File: src/rtl/gt_reset_pkg.sv
// Shared types and constants for the GT reset sequencer and the per-stage GT reset logic.
package gt_reset_pkg;
  localparam int CNT_W   = 16;
  localparam int RETRY_W = 4;
  localparam int IDX_W   = 8;

  localparam int DEF_NSTAGE      = 3;
  localparam int DEF_RESETLENGTH = 4;
  localparam int DEF_READYLENGTH = 10;
  localparam int DEF_TIMEOUT     = 50000;
  localparam int DEF_MAXRETRY    = 3;

  typedef enum logic [2:0] {
    ST_IDLE,
    ST_WAIT_READY,
    ST_PULSE,
    ST_WAIT_DONE,
    ST_DONE,
    ST_FAIL
  } state_e;
endpackage

File: src/rtl/gt_reset_sequencer_filter.sv
// gt_ready_filter: qualifies din once it has been sampled high LENGTH consecutive cycles.
module gt_ready_filter #(
  parameter int LENGTH = 10
) (
  input  logic stableclk,
  input  logic rstn,
  input  logic clear,
  input  logic din,
  output logic qualified
);
  logic [LENGTH-1:0] shift_q;
  logic [LENGTH-1:0] shift_d;

  always_comb begin
    shift_d = clear ? '0 : {shift_q[LENGTH-2:0], din};
  end

  always_ff @(posedge stableclk or negedge rstn) begin
    if (!rstn) shift_q <= '0;
    else       shift_q <= shift_d;
  end

  assign qualified = &shift_q;
endmodule

File: src/rtl/gt_reset_sequencer.sv
// Sequences the GT reset chain stage by stage: ready-qualify, reset pulse, wait-for-done with retries.
// Optional GT_RESET_SEQ_AUTORESTART_EN re-runs a stage from DONE when its donein falls off persistently.
module gt_reset_sequencer
  import gt_reset_pkg::*;
#(
  parameter int NSTAGE      = DEF_NSTAGE,
  parameter int RESETLENGTH = DEF_RESETLENGTH,
  parameter int READYLENGTH = DEF_READYLENGTH,
  parameter int TIMEOUT     = DEF_TIMEOUT,
  parameter int MAXRETRY    = DEF_MAXRETRY
) (
  input  logic              stableclk,
  input  logic              rstn,
  input  logic              start,
  input  logic [NSTAGE-1:0] ready,
  input  logic [NSTAGE-1:0] donein,
  output logic [NSTAGE-1:0] stage_reset,
  output logic              busy,
  output logic              done,
  output logic              donestrobe,
  output logic              error,
  output logic [7:0]        error_stage,
  output logic [3:0]        retry_cnt
);
  if (NSTAGE < 1 || NSTAGE > 256 || RESETLENGTH < 1 || RESETLENGTH > 65535 ||
      READYLENGTH < 2 || TIMEOUT < 1 || TIMEOUT > 65536 ||
      MAXRETRY < 0 || MAXRETRY > 15) begin : g_param_check
    $error("gt_reset_sequencer: parameter out of range");
  end

  state_e               state_q, state_d;
  logic [IDX_W-1:0]     idx_q, idx_d;
  logic [RETRY_W-1:0]   retry_q, retry_d;
  logic [CNT_W-1:0]     pulse_q, pulse_d;
  logic [CNT_W-1:0]     to_q, to_d;
  logic [NSTAGE-1:0]    stage_reset_q, stage_reset_d;
  logic                 busy_q, busy_d, done_q, done_d;
  logic                 donestrobe_q, donestrobe_d, error_q, error_d;
  logic [IDX_W-1:0]     error_stage_q, error_stage_d;

  logic                 ready_sel, donein_sel, ready_qual, ready_clear;
  logic [NSTAGE-1:0]    idx_onehot;

  always_comb begin
    ready_sel  = 1'b0;
    donein_sel = 1'b0;
    idx_onehot = '0;
    for (int k = 0; k < NSTAGE; k++) begin
      if (idx_q == IDX_W'(k)) begin
        ready_sel     = ready[k];
        donein_sel    = donein[k];
        idx_onehot[k] = 1'b1;
      end
    end
  end

  gt_ready_filter #(.LENGTH(READYLENGTH)) u_ready_filter (
    .stableclk (stableclk),
    .rstn      (rstn),
    .clear     (ready_clear),
    .din       (ready_sel),
    .qualified (ready_qual)
  );

`ifdef GT_RESET_SEQ_AUTORESTART_EN
  logic [NSTAGE-1:0] fall_qual;
  logic              fall_clear, fall_any;
  logic [IDX_W-1:0]  fall_idx;

  // Falloff detectors only accumulate while sitting in DONE.
  assign fall_clear = (state_q != ST_DONE);

  for (genvar gi = 0; gi < NSTAGE; gi++) begin : g_fall
    gt_ready_filter #(.LENGTH(READYLENGTH)) u_fall_filter (
      .stableclk (stableclk),
      .rstn      (rstn),
      .clear     (fall_clear),
      .din       (~donein[gi]),
      .qualified (fall_qual[gi])
    );
  end

  always_comb begin
    fall_any = 1'b0;
    fall_idx = '0;
    for (int k = NSTAGE - 1; k >= 0; k--) begin
      if (fall_qual[k]) begin
        fall_any = 1'b1;
        fall_idx = IDX_W'(k);
      end
    end
  end
`endif

  always_comb begin
    state_d       = state_q;
    idx_d         = idx_q;
    retry_d       = retry_q;
    pulse_d       = pulse_q;
    to_d          = to_q;
    stage_reset_d = stage_reset_q;
    if (start) begin
      state_d       = ST_WAIT_READY;
      idx_d         = '0;
      retry_d       = '0;
      stage_reset_d = '0;
    end else begin
      case (state_q)
        ST_WAIT_READY: begin
          if (ready_qual) begin
            state_d       = ST_PULSE;
            pulse_d       = CNT_W'(RESETLENGTH);
            stage_reset_d = idx_onehot;
          end
        end
        ST_PULSE: begin
          if (pulse_q <= CNT_W'(1)) begin
            state_d       = ST_WAIT_DONE;
            stage_reset_d = '0;
            to_d          = '0;
          end else begin
            pulse_d = pulse_q - CNT_W'(1);
          end
        end
        ST_WAIT_DONE: begin
          // A done sample beats a coincident timeout.
          if (donein_sel) begin
            if (idx_q == IDX_W'(NSTAGE - 1)) begin
              state_d = ST_DONE;
            end else begin
              state_d = ST_WAIT_READY;
              idx_d   = idx_q + IDX_W'(1);
              retry_d = '0;
            end
          end else if (to_q == CNT_W'(TIMEOUT - 1)) begin
            if (retry_q == RETRY_W'(MAXRETRY)) begin
              state_d = ST_FAIL;
            end else begin
              state_d = ST_WAIT_READY;
              retry_d = retry_q + RETRY_W'(1);
            end
          end else begin
            to_d = to_q + CNT_W'(1);
          end
        end
        ST_DONE: begin
`ifdef GT_RESET_SEQ_AUTORESTART_EN
          if (fall_any) begin
            state_d = ST_WAIT_READY;
            idx_d   = fall_idx;
            retry_d = '0;
          end
`endif
        end
        ST_FAIL:  stage_reset_d = '0;
        default:  state_d = ST_IDLE;
      endcase
    end

    ready_clear   = (state_d == ST_WAIT_READY) && ((state_q != ST_WAIT_READY) || start);
    busy_d        = (state_d == ST_WAIT_READY) || (state_d == ST_PULSE) || (state_d == ST_WAIT_DONE);
    done_d        = (state_d == ST_DONE);
    donestrobe_d  = (state_d == ST_DONE) && (state_q != ST_DONE);
    error_d       = (state_d == ST_FAIL);
    error_stage_d = idx_d;
  end

  always_ff @(posedge stableclk or negedge rstn) begin
    if (!rstn) begin
      state_q       <= ST_IDLE;
      idx_q         <= '0;
      retry_q       <= '0;
      pulse_q       <= '0;
      to_q          <= '0;
      stage_reset_q <= '0;
      busy_q        <= 1'b0;
      done_q        <= 1'b0;
      donestrobe_q  <= 1'b0;
      error_q       <= 1'b0;
      error_stage_q <= '0;
    end else begin
      state_q       <= state_d;
      idx_q         <= idx_d;
      retry_q       <= retry_d;
      pulse_q       <= pulse_d;
      to_q          <= to_d;
      stage_reset_q <= stage_reset_d;
      busy_q        <= busy_d;
      done_q        <= done_d;
      donestrobe_q  <= donestrobe_d;
      error_q       <= error_d;
      error_stage_q <= error_stage_d;
    end
  end

  assign stage_reset = stage_reset_q;
  assign busy        = busy_q;
  assign done        = done_q;
  assign donestrobe  = donestrobe_q;
  assign error       = error_q;
  assign error_stage = error_stage_q;
  assign retry_cnt   = retry_q;
endmodule

File: config.mk
export PLATFORM = sky130hd
export DESIGN_NAME = gt_reset_sequencer
export DESIGN_NICKNAME = d
export VERILOG_FILES = /design/src/rtl/gt_reset_pkg.sv /design/src/rtl/gt_reset_sequencer_filter.sv /design/src/rtl/gt_reset_sequencer.sv
export SDC_FILE = /design/constraint.sdc
export NUM_CORES = 1
export LEC_CHECK = 0
export ABC_CLOCK_PERIOD_IN_PS = 3400
export BUFFER_PORTS_ARGS = -buffer_cell sky130_fd_sc_hd__buf_2
export CORE_MARGIN = 3
export CORE_UTILIZATION = 60
export CTS_BUF_LIST = sky130_fd_sc_hd__clkbuf_8
export DETAILED_ROUTE_END_ITERATION = 16
export PLACE_DENSITY = 0.76
export SLEW_MARGIN = 20
export SYNTH_ARGS = -nofsm -noshare
export SYNTH_HDL_FRONTEND = slang
export SYNTH_SLANG_ARGS = --single-unit
File: constraint.sdc
create_clock -name stableclk -period 3.4 [get_ports stableclk]
set_input_delay 0 -clock stableclk [delete_from_list [all_inputs] [get_ports stableclk]]
set_output_delay 0 -clock stableclk [all_outputs]
set_load 0.02 [all_outputs]
==> results.sh, run 1 <==
export IMPL_status="finished, final reports clean"
export IMPL_synth_enable_flop_cells=0
export IMPL_synthCells=345
export IMPL_grt_pass1_wl_um=11700
export IMPL_worstSetupPathType="register to register"
export IMPL_hpwl_um=4620
export IMPL_worst_setup_path_start_kind="register"
export IMPL_drt_iter0_drc=153
export IMPL_grt_pass1_vias=2517
export IMPL_relSlewSlack_pct=52.5
export IMPL_grt_max_degree=46
export IMPL_fin_crit_ps=2630
export IMPL_fin_area_um2=3770
export IMPL_dpl_cell_count=432
export IMPL_synth_cell_types=59
export IMPL_nFillCells=395
export IMPL_hold_class="input port to register"
export IMPL_crit_chain="inv_1 -> ha_1 -> a21o_1 -> o22ai_1 -> o2111a_1 -> o2111ai_2 -> buf_4 -> or4_1 -> a21oi_1"
export IMPL_tritoncts="done"
export IMPL_hold_viol_final=0
export IMPL_path_clk_slew_ps=70
export IMPL_synth_top_family_by_area="simple AND/OR/NAND/NOR gates"
export IMPL_drcViolationCount=0
export IMPL_ys_seq_area_share_pct=47.9
export IMPL_p_leak_nw=1.77
export IMPL_synthAdderAreaFrac_pct=2.99
export IMPL_clockRootBuffer="clkbuf_8"
export IMPL_worstPathArrival_ps=2900
export IMPL_drt_total_wl_um=6600
export IMPL_antenna_found_initial=0
export IMPL_end_kind="register"
export IMPL_synth_area_leaders="dfrtp_1 48%, a21oi_1 4.0%, or4_1 3.6%"
export IMPL_synth_seq_cells=64
export IMPL_min_period_over_period_pct=77.4
export IMPL_r2r_slack_ps=770
export IMPL_drv_slew=0
export IMPL_initial_utilization_pct=63.8
export IMPL_tns_ps=0
export IMPL_synth_simple_gate_area_share_pct=28.0
export IMPL_synth_top_cell_area_share_pct=47.9
export IMPL_p_per_area_nw_per_um2=396
export IMPL_drt_pass1_iterations=4
export IMPL_critPathMaxStageDelay_ps=530
export IMPL_area_growth_pct=12.7
export IMPL_synth_compound_area_share_pct=15.0
export IMPL_clk_latency_ps=340
export IMPL_rsz0062_at_grt="false"
export IMPL_grt_total_usage_pct=23.4
export IMPL_syn_area_um2=3340
export IMPL_cts_buffers=9
export IMPL_synth_area_per_cell_um2=9.69
export IMPL_cp_max_fo=29
export IMPL_skew_ps=13.2
export IMPL_die_h_um=80.6
export IMPL_viasPerCell=5.90
export IMPL_yosys_warnings=0
export IMPL_placed_cell_area_um2=3540
export IMPL_required_ps=3670
export IMPL_cts_sinks=64
export IMPL_rows=26
export IMPL_synthMuxAreaShare_pct=1.80
export IMPL_ys_flop_type="dfrtp_1"
export IMPL_wl_per_cell_um=14.7
export IMPL_dieArea_um2=6500
export IMPL_vias=2647
export IMPL_cap_violations=0
export IMPL_ir_drop_mv=0.338
export IMPL_max_freq_mhz=380
export IMPL_htreeDepth=3
export IMPL_drive_gt1_share_pct=15.6
export IMPL_critPathTopFamily="compound AO/OA/AOI/OAI gates"
export IMPL_die_width_um=80.6
export IMPL_fin_nets=392
export IMPL_final_cells=449
export IMPL_drt_antenna_violating_nets=0
export IMPL_cts_setup_buffers=0
export IMPL_io_pins=28
export IMPL_crit_buf_inv=2
export IMPL_io_buffers=27
export IMPL_setup_viol=0
export IMPL_yosysTopAreaCell="dfrtp_1"
export IMPL_core_um2=5240
export IMPL_antenna_cells=0
export IMPL_slowest_stage="or4_1"
export IMPL_clk_path_buf_depth=2
export IMPL_synth_xor_area_share_pct=0.262
export IMPL_async_flop_share_pct=100
export IMPL_tightest_slew_ps=706
export IMPL_power_mw=1.49
export IMPL_place_congestion=0.849
export IMPL_grt_ovfl_total=0
export IMPL_syn_nets=362
[logic make-up (layout without fill, tap and decap cells)]
group / Yosys count / after routing
simple gates: 156 / 156
compound gates: 78 / 78
flops: 64 / 64
buf+inv: 32 / 66
fa+ha+maj: 8 / 8
mux: 6 / 6
xor+xnor: 1 / 1
[placed cells by master, fill, tap and decap left out, drive strengths merged, types with 2 or more instances in the layout]
master | netlist | final
or4 | 16 | 16
o2111a | 2 | 2
nor3 | 9 | 9
clkinv | 0 | 2
nor2b | 7 | 7
nand2b | 4 | 4
and3 | 6 | 6
o211ai | 2 | 2
o21a | 3 | 3
mux2i | 6 | 6
nor4 | 6 | 6
o31ai | 12 | 12
nand4 | 6 | 6
or2 | 3 | 3
nand3 | 7 | 7
a21oi | 27 | 27
and2 | 12 | 12
or3 | 14 | 14
nor4bb | 2 | 2
dlygate4sd3 | 0 | 2
inv | 17 | 17
a22o | 2 | 2
clkbuf | 8 | 12
or4b | 2 | 2
buf | 7 | 32
nor2 | 25 | 25
o21ai | 17 | 17
nor3b | 3 | 3
nor4b | 3 | 3
nand2 | 28 | 28
ha | 8 | 8
dfrtp | 64 | 64
[power by group]
| part | internal, mW | switching (mW) |
|---|---|---|
| Combinational | 0.0172 | 0.0370 |
| Clock | 0.392 | 0.278 |
| Sequential | 0.765 | 0.00280 |
[registers in the layout (all words and copies together) (netlist names), 3 cells and up]
signal and flops:
pulse_q 16, to_q 16, u_ready_filter.shift_q 10, error_stage 8
retry_cnt 4, stage_reset 3, state_q 3
[stage by stage]
| stage | worst slack (ps) | util (%) | hold slack [ps] |
|---|---|---|---|
| 4_1_cts | 772 | 71.9 | 16.3 |
| 3_5_place_dp | 808 | 67.6 | 222 |
| 3_3_place_gp | 808 | 67.6 | 212 |
| 5_1_grt | 553 | 72.0 | 48.0 |
| 6_report | 768 | 72.0 | 39.9 |
| 2_1_floorplan | 846 | - | -296 |
[Yosys cell counts (2+ instances only)]
library cell	instances
a21oi_1	27
a22o_1	2
and2_1	12
and3_1	6
buf_2	5
buf_4	2
clkbuf_1	8
dfrtp_1	64
ha_1	8
inv_1	16
mux2i_1	6
nand2_1	28
nand2b_1	4
nand3_1	6
nand4_1	6
nor2_1	25
nor2b_1	7
nor3_1	8
nor3b_1	2
nor4_1	3
nor4_4	2
nor4b_1	2
nor4bb_1	2
o2111a_1	2
o211ai_1	2
o21a_1	3
o21ai_0	11
o21ai_1	6
o31ai_1	12
or3_1	14
or4_1	16
[cell type report]
cell class	instances	area [um2]	share of cell area (%)
tap	70	87.6	2.32
clock buffer	12	165	4.38
sequential	64	1600	42.5
inverter	17	63.8	1.69
clock inverter	3	40.0	1.06
multi-input combinational	249	1620	42.9
timing repair buffer	34	195	5.18
[worst register-to-register path: stages, from the launching register on]
cell and delay [ps]:
dfrtp_1 420, inv_1 90, ha_1 310, a21o_1 190, o22ai_1 160, o2111a_1 330
o2111ai_2 150, buf_4 240, or4_1 530, a21oi_1 150
[final timing paths]
kind	from	to	cells past startpoint
worst max register to register	error_stage[0]	pulse_q[13]	9
worst min register to register	u_ready_filter.shift_q[8]	u_ready_filter.shift_q[9]	1
max in group asynchronous	rstn	u_ready_filter.shift_q[1]	3
worst max-delay path	error_stage[0]	pulse_q[13]	9
min in group asynchronous	rstn	to_q[10]	2
worst min-delay path	ready[2]	u_ready_filter.shift_q[0]	4
[what timing repair did]
action                    CTS  global route
hold endpoints to repair   45             0
hold buffers                2             0
gates resized for setup     0             0
[layer usage]
metal	up-vias	wire, um	global-route usage (%)
li1	1320	-	-
met1	1273	3140	32.1
met2	45	3090	35.6
met3	9	275	6.73
met4	0	97	7.77
met5	-	0	0
No activity file was read; power rests on OpenSTA's default activity.
==> run 2: changes to the inputs <==
Settings changed: ABC_CLOCK_PERIOD_IN_PS 3400 to 2750.
Clock period 3.4 ns to 2.75 ns, I/O delays scaled along.
==> run 2 against run 1 <==
Effect of this change: combinational power is 33% higher; cell count is 3.3% higher; worst setup slack worse by 610 ps; clock power is 23% higher; die area is the same; sequential power increased by 24%; fmax grew 1.4%; flip-flop and latch count unchanged; clock skew is 7.3 ps lower; via count rose by 4.1%; largest power group unchanged.
==> results.sh, run 2 (synthesis results as in run 1) <==
export IMPL_relSlewSlack_pct=48.3
export IMPL_ir_drop_mv=0.405
export IMPL_io_buffers=27
export IMPL_min_period_over_period_pct=94.4
export IMPL_fin_nets=407
export IMPL_intPower_mw=1.45
export IMPL_p_leak_nw=1.85
export IMPL_worstPathArrival_ps=2860
export IMPL_worst_r2r_endpoint="to_q[15]"
export IMPL_rr_worst_depth=5
export IMPL_hold_ws_ps=16.0
export IMPL_seq_power_share_pct=51.4
export IMPL_placed_cell_area_um2=3660
export IMPL_skew_ps=5.89
export IMPL_drt_total_wl_um=7240
export IMPL_clk_latency_ps=340
export IMPL_nFillCells=382
export IMPL_drv_slew=0
export IMPL_antenna_found_initial=0
export IMPL_cts_buffers=9
export IMPL_grt_max_degree=65
export IMPL_sw_frac_of_total_pct=21.2
export IMPL_antenna_cells=0
export IMPL_fin_crit_ps=2600
export IMPL_path_clk_slew_ps=70
export IMPL_viasPerCell=5.94
export IMPL_worst_setup_path_start_kind="register"
export IMPL_io_pins=28
export IMPL_grt_total_usage_pct=24.5
export IMPL_tritoncts="done"
export IMPL_initial_utilization_pct=63.8
export IMPL_vias=2756
export IMPL_worstSetupPathType="register to register"
export IMPL_setup_ws_ps=154
export IMPL_wl_per_cell_um=15.6
export IMPL_grt_pass1_wl_um=12100
export IMPL_dieArea_um2=6500
export IMPL_drt_pass1_iterations=4
export IMPL_hold_class="input port to register"
export IMPL_drt_antenna_violating_nets=0
export IMPL_tightest_slew_ps=775
export IMPL_htreeDepth=3
export IMPL_r2r_slack_ps=150
export IMPL_drt_iter0_drc=326
export IMPL_place_congestion=0.861
export IMPL_clkPwrFrac_pct=44.7
export IMPL_cts_sinks=64
export IMPL_clk_path_buf_depth=2
export IMPL_grt_ovfl_total=0
export IMPL_mostFrequentLayoutCells="64 x dfrtp_1, 28 x nand2_1, 27 x a21oi_1, 27 x buf_2, 25 x nor2_1"
export IMPL_setup_viol=0
export IMPL_final_util_pct=75.3
export IMPL_area_growth_pct=17.9
export IMPL_die_width_um=80.6
export IMPL_drcViolationCount=0
export IMPL_p_comb_share_pct=3.9
export IMPL_p_switching_mw=0.392
export IMPL_cp_startpoint="pulse_q[12]"
export IMPL_layout_commonest_cell="dfrtp_1"
export IMPL_fin_area_um2=3940
export IMPL_status="finished, final reports clean"
export IMPL_endpoint="to_q[15]"
export IMPL_grt_pass1_vias=2640
export IMPL_hpwl_um=4970
export IMPL_clockRootBuffer="clkbuf_8"
export IMPL_hold_viol_final=0
export IMPL_core_um2=5240
export IMPL_rows=26
export IMPL_reg_top3="pulse_q (16), to_q (16), u_ready_filter.shift_q (10)"
export IMPL_r2r_start="pulse_q[12]"
export IMPL_cp_max_fo=25
export IMPL_p_per_area_nw_per_um2=469
export IMPL_hp_start="donein[2]"
export IMPL_dpl_worst_slack_ps=-28.4
export IMPL_max_freq_mhz=385
export IMPL_cap_violations=0
export IMPL_hold_depth=3
export IMPL_die_h_um=80.6
export IMPL_end_kind="register"
export IMPL_drive_gt1_share_pct=19.8
export IMPL_required_ps=3010
[run 2: power by group through the flow]
stage                     clock (mW)  sequential (mW)  combinational [mW]
after floorplan                    0            0.968              0.0307
after global placement             0            0.966              0.0700
after detailed placement           0            0.967              0.0713
after CTS                      0.838            0.949              0.0736
after global routing           0.879            0.949              0.0818
final                          0.825            0.950              0.0720
[run 2: how the worst min path moves through the flow]
stage                     slack, ps         end
after CTS                         4  donestrobe
final                            20  donestrobe
after global routing              9  donestrobe
after global placement           40     to_q[9]
after floorplan                -300        busy
after detailed placement         40    to_q[10]
[run 2: final cells by class]
cell class              count  area, um2  area share, %
clock buffers              12        165           4.19
clock inverters             3       40.0           1.02
inverters                  17       63.8           1.62
multi-input cells         249       1650           41.9
flip-flops and latches     64       1600           40.6
well taps                  70       87.6           2.22
repair buffers             49        332           8.41
[run 2: critical path, cell delays in order (launching register included)]
cell,delay (ps)
dfrtp_1,410
or4_1,610
nor4b_2,480
o32ai_4,280
or4_1,550
a21oi_1,170
[run 2: layer usage]
metal	part of all wire (%)	up-vias	GRT usage [%]	routed length, um
met3	4.9	16	4.37	357
li1	-	1358	-	-
met4	2.2	0	12.8	162
met5	0	-	0	0
met1	44	1307	32.2	3210
met2	49	75	38.6	3510
[run 2: what timing repair did]
| item | 4_1_cts | 5_1_grt |
|---|---|---|
| endpoints found under the hold margin | 64 | 0 |
| hold buffers | 1 | 0 |
| pin swaps | 0 | 2 |
| resized for setup | 3 | 3 |
| endpoints found under the setup margin | 8 | 9 |
| setup buffers | 0 | 2 |
[run 2: metrics by stage]
step / TNS, ps / instances / total power, mW
after global placement: 0 / 446 / 1.04
after floorplan: 0 / 345 / 0.999
after detailed placement: -64.6 / 446 / 1.04
final: 0 / 464 / 1.85
after CTS: 0 / 462 / 1.86
after global routing: -7.14 / 464 / 1.91
==> run 3: changes to the inputs <==
Settings changed: CORE_UTILIZATION 60 to 55, CTS_CLUSTER_DIAMETER set to 100, PLACE_DENSITY 0.76 to 0.7, SETUP_SLACK_MARGIN set to 0.3.
==> run 3 against run 2 <==
Effect of this change: via count is 1.9% higher; sequential power hardly changed; highest routed layer unchanged; critical path depth is 3 higher; cell count is 2.6% higher; largest cell class unchanged.
==> results.sh, run 3 (synthesis results as in run 1) <==
export IMPL_clk_latency_ps=350
export IMPL_intPower_mw=1.34
export IMPL_io_pins=28
export IMPL_cts_buffers=9
export IMPL_grt_pass1_vias=2745
export IMPL_drt_antenna_violating_nets=0
export IMPL_max_freq_mhz=409
export IMPL_worstSetupPathType="register to register"
export IMPL_nFillCells=409
export IMPL_grt_pass1_wl_um=12900
export IMPL_antenna_cells=0
export IMPL_drt_iter0_drc=120
export IMPL_cap_violations=0
export IMPL_viasPerCell=5.90
export IMPL_end_kind="register"
export IMPL_clkPwrFrac_pct=41.4
export IMPL_layout_commonest_cell="dfrtp_1"
export IMPL_rows=27
export IMPL_htreeDepth=3
export IMPL_drive_gt1_share_pct=27.7
export IMPL_die_width_um=84.0
export IMPL_sw_frac_of_total_pct=23.5
export IMPL_tritoncts="done"
export IMPL_hold_class="input port to register"
export IMPL_path_clk_slew_ps=70
export IMPL_p_leak_nw=1.90
export IMPL_initial_utilization_pct=58.6
export IMPL_hold_ws_ps=28.6
export IMPL_wl_per_cell_um=15.8
export IMPL_vias=2809
export IMPL_fin_area_um2=4130
export IMPL_rr_worst_depth=8
export IMPL_worstPathArrival_ps=2710
export IMPL_die_h_um=84.0
export IMPL_drt_pass1_iterations=4
export IMPL_grt_max_degree=46
export IMPL_clockRootBuffer="clkbuf_8"
export IMPL_tightest_slew_ps=779
export IMPL_status="finished, final reports clean"
export IMPL_io_buffers=27
export IMPL_mostFrequentLayoutCells="62 x dfrtp_1, 27 x nand2_1, 27 x buf_2"
export IMPL_final_util_pct=72.3
export IMPL_place_congestion=0.838
export IMPL_worst_setup_path_start_kind="register"
export IMPL_cts_sinks=64
export IMPL_tns_ps=0
export IMPL_required_ps=3020
export IMPL_grt_ovfl_total=0
export IMPL_ir_drop_mv=0.375
export IMPL_placed_cell_area_um2=3640
export IMPL_setup_viol=0
export IMPL_relSlewSlack_pct=47.6
export IMPL_min_period_over_period_pct=88.9
export IMPL_drt_total_wl_um=7500
export IMPL_antenna_found_initial=0
export IMPL_rsz0062_at_grt="true"
export IMPL_hold_depth=4
export IMPL_drcViolationCount=0
export IMPL_drv_slew=0
export IMPL_reg_top3="pulse_q (16), to_q (16), u_ready_filter.shift_q (10)"
export IMPL_fin_nets=416
export IMPL_clk_path_buf_depth=2
export IMPL_p_per_area_nw_per_um2=424
export IMPL_skew_ps=11.1
export IMPL_seq_power_share_pct=54.2
export IMPL_grt_total_usage_pct=22.7
export IMPL_cp_max_fo=6
export IMPL_hold_viol_final=0
export IMPL_dieArea_um2=7050
export IMPL_r2r_slack_ps=310
export IMPL_area_growth_pct=23.5
export IMPL_fin_crit_ps=2440
export IMPL_p_switching_mw=0.412
export IMPL_p_comb_share_pct=4.4
export IMPL_core_um2=5710
export IMPL_hpwl_um=4860
==> run 3: changes by cell type in the layout (fill, tap and decap cells not counted), moves of 4 or more <==
| cell | previous run | this run |
|---|---|---|
| ha_1 | 8 | 4 |
| a21oi_1 | 27 | 23 |
| or4_1 | 16 | 9 |
| a21oi_2 | 0 | 4 |
| buf_6 | 1 | 6 |
| or4_4 | 0 | 7 |
| buf_4 | 18 | 22 |
==> run 3: metal layers <==
metal | up-vias | part of all wire, % | wire [um] | global-route usage, %
li1 | 1374 | - | - | -
met1 | 1379 | 47 | 3540 | 29.8
met2 | 44 | 48 | 3610 | 36.7
met3 | 12 | 3.5 | 260 | 5.43
met4 | 0 | 1.3 | 97 | 8.19
met5 | - | 0 | 0 | 0
==> run 3: cell type report <==
class                   count  area [um2]  area share, %
well taps                  72        90.1           2.18
flip-flops and latches     64        1600           38.8
clock buffers              11         151           3.67
clock inverters             5        25.0          0.606
inverters                  17        63.8           1.54
multi-input cells         250        1810           43.8
repair buffers             57         388           9.39
==> run 3: through the flow <==
stage / setup WS [ps] / instances / total power, mW
2_1_floorplan: 297 / 345 / 0.999
3_3_place_gp: 118 / 446 / 1.04
3_5_place_dp: 69.4 / 446 / 1.04
4_1_cts: 308 / 471 / 1.76
5_1_grt: 193 / 476 / 1.82
6_report: 305 / 476 / 1.75
==> run 3: power groups by stage <==
| stage | registers [mW] | logic, mW | clock network [mW] |
|---|---|---|---|
| after floorplan | 0.968 | 0.0307 | 0 |
| after global routing | 0.949 | 0.0874 | 0.788 |
| after CTS | 0.949 | 0.0751 | 0.741 |
| final | 0.949 | 0.0766 | 0.724 |
| after detailed placement | 0.967 | 0.0706 | 0 |
| after global placement | 0.966 | 0.0697 | 0 |
==> run 3: critical path: stages (launching register included) <==
cell,delay (ps)
dfrtp_2,430
buf_6,130
ha_4,160
and3b_1,240
o22ai_2,100
o2111a_2,310
or2_4,300
or4_1,490
a211oi_2,220
==> run 3: what timing repair did <==
item | 4_1_cts | 5_1_grt
gates cloned | 2 | 0
hold endpoints to repair | 44 | 0
gates resized for setup | 18 | 25
pin swaps | 9 | 12
buffers inserted | 5 | 5
hold buffers | 2 | 0
endpoints found under the setup margin | 41 | 39
==> run 3: worst paths after layout <==
| kind | startpoint | to |
|---|---|---|
| max | error_stage[0] | retry_cnt[3] |
| min | ready[2] | u_ready_filter.shift_q[0] |
| max reg2reg | error_stage[0] | retry_cnt[3] |
| min reg2reg | u_ready_filter.shift_q[7] | u_ready_filter.shift_q[8] |
| max in group asynchronous | rstn | to_q[3] |
| min in group asynchronous | rstn | error_stage[5] |
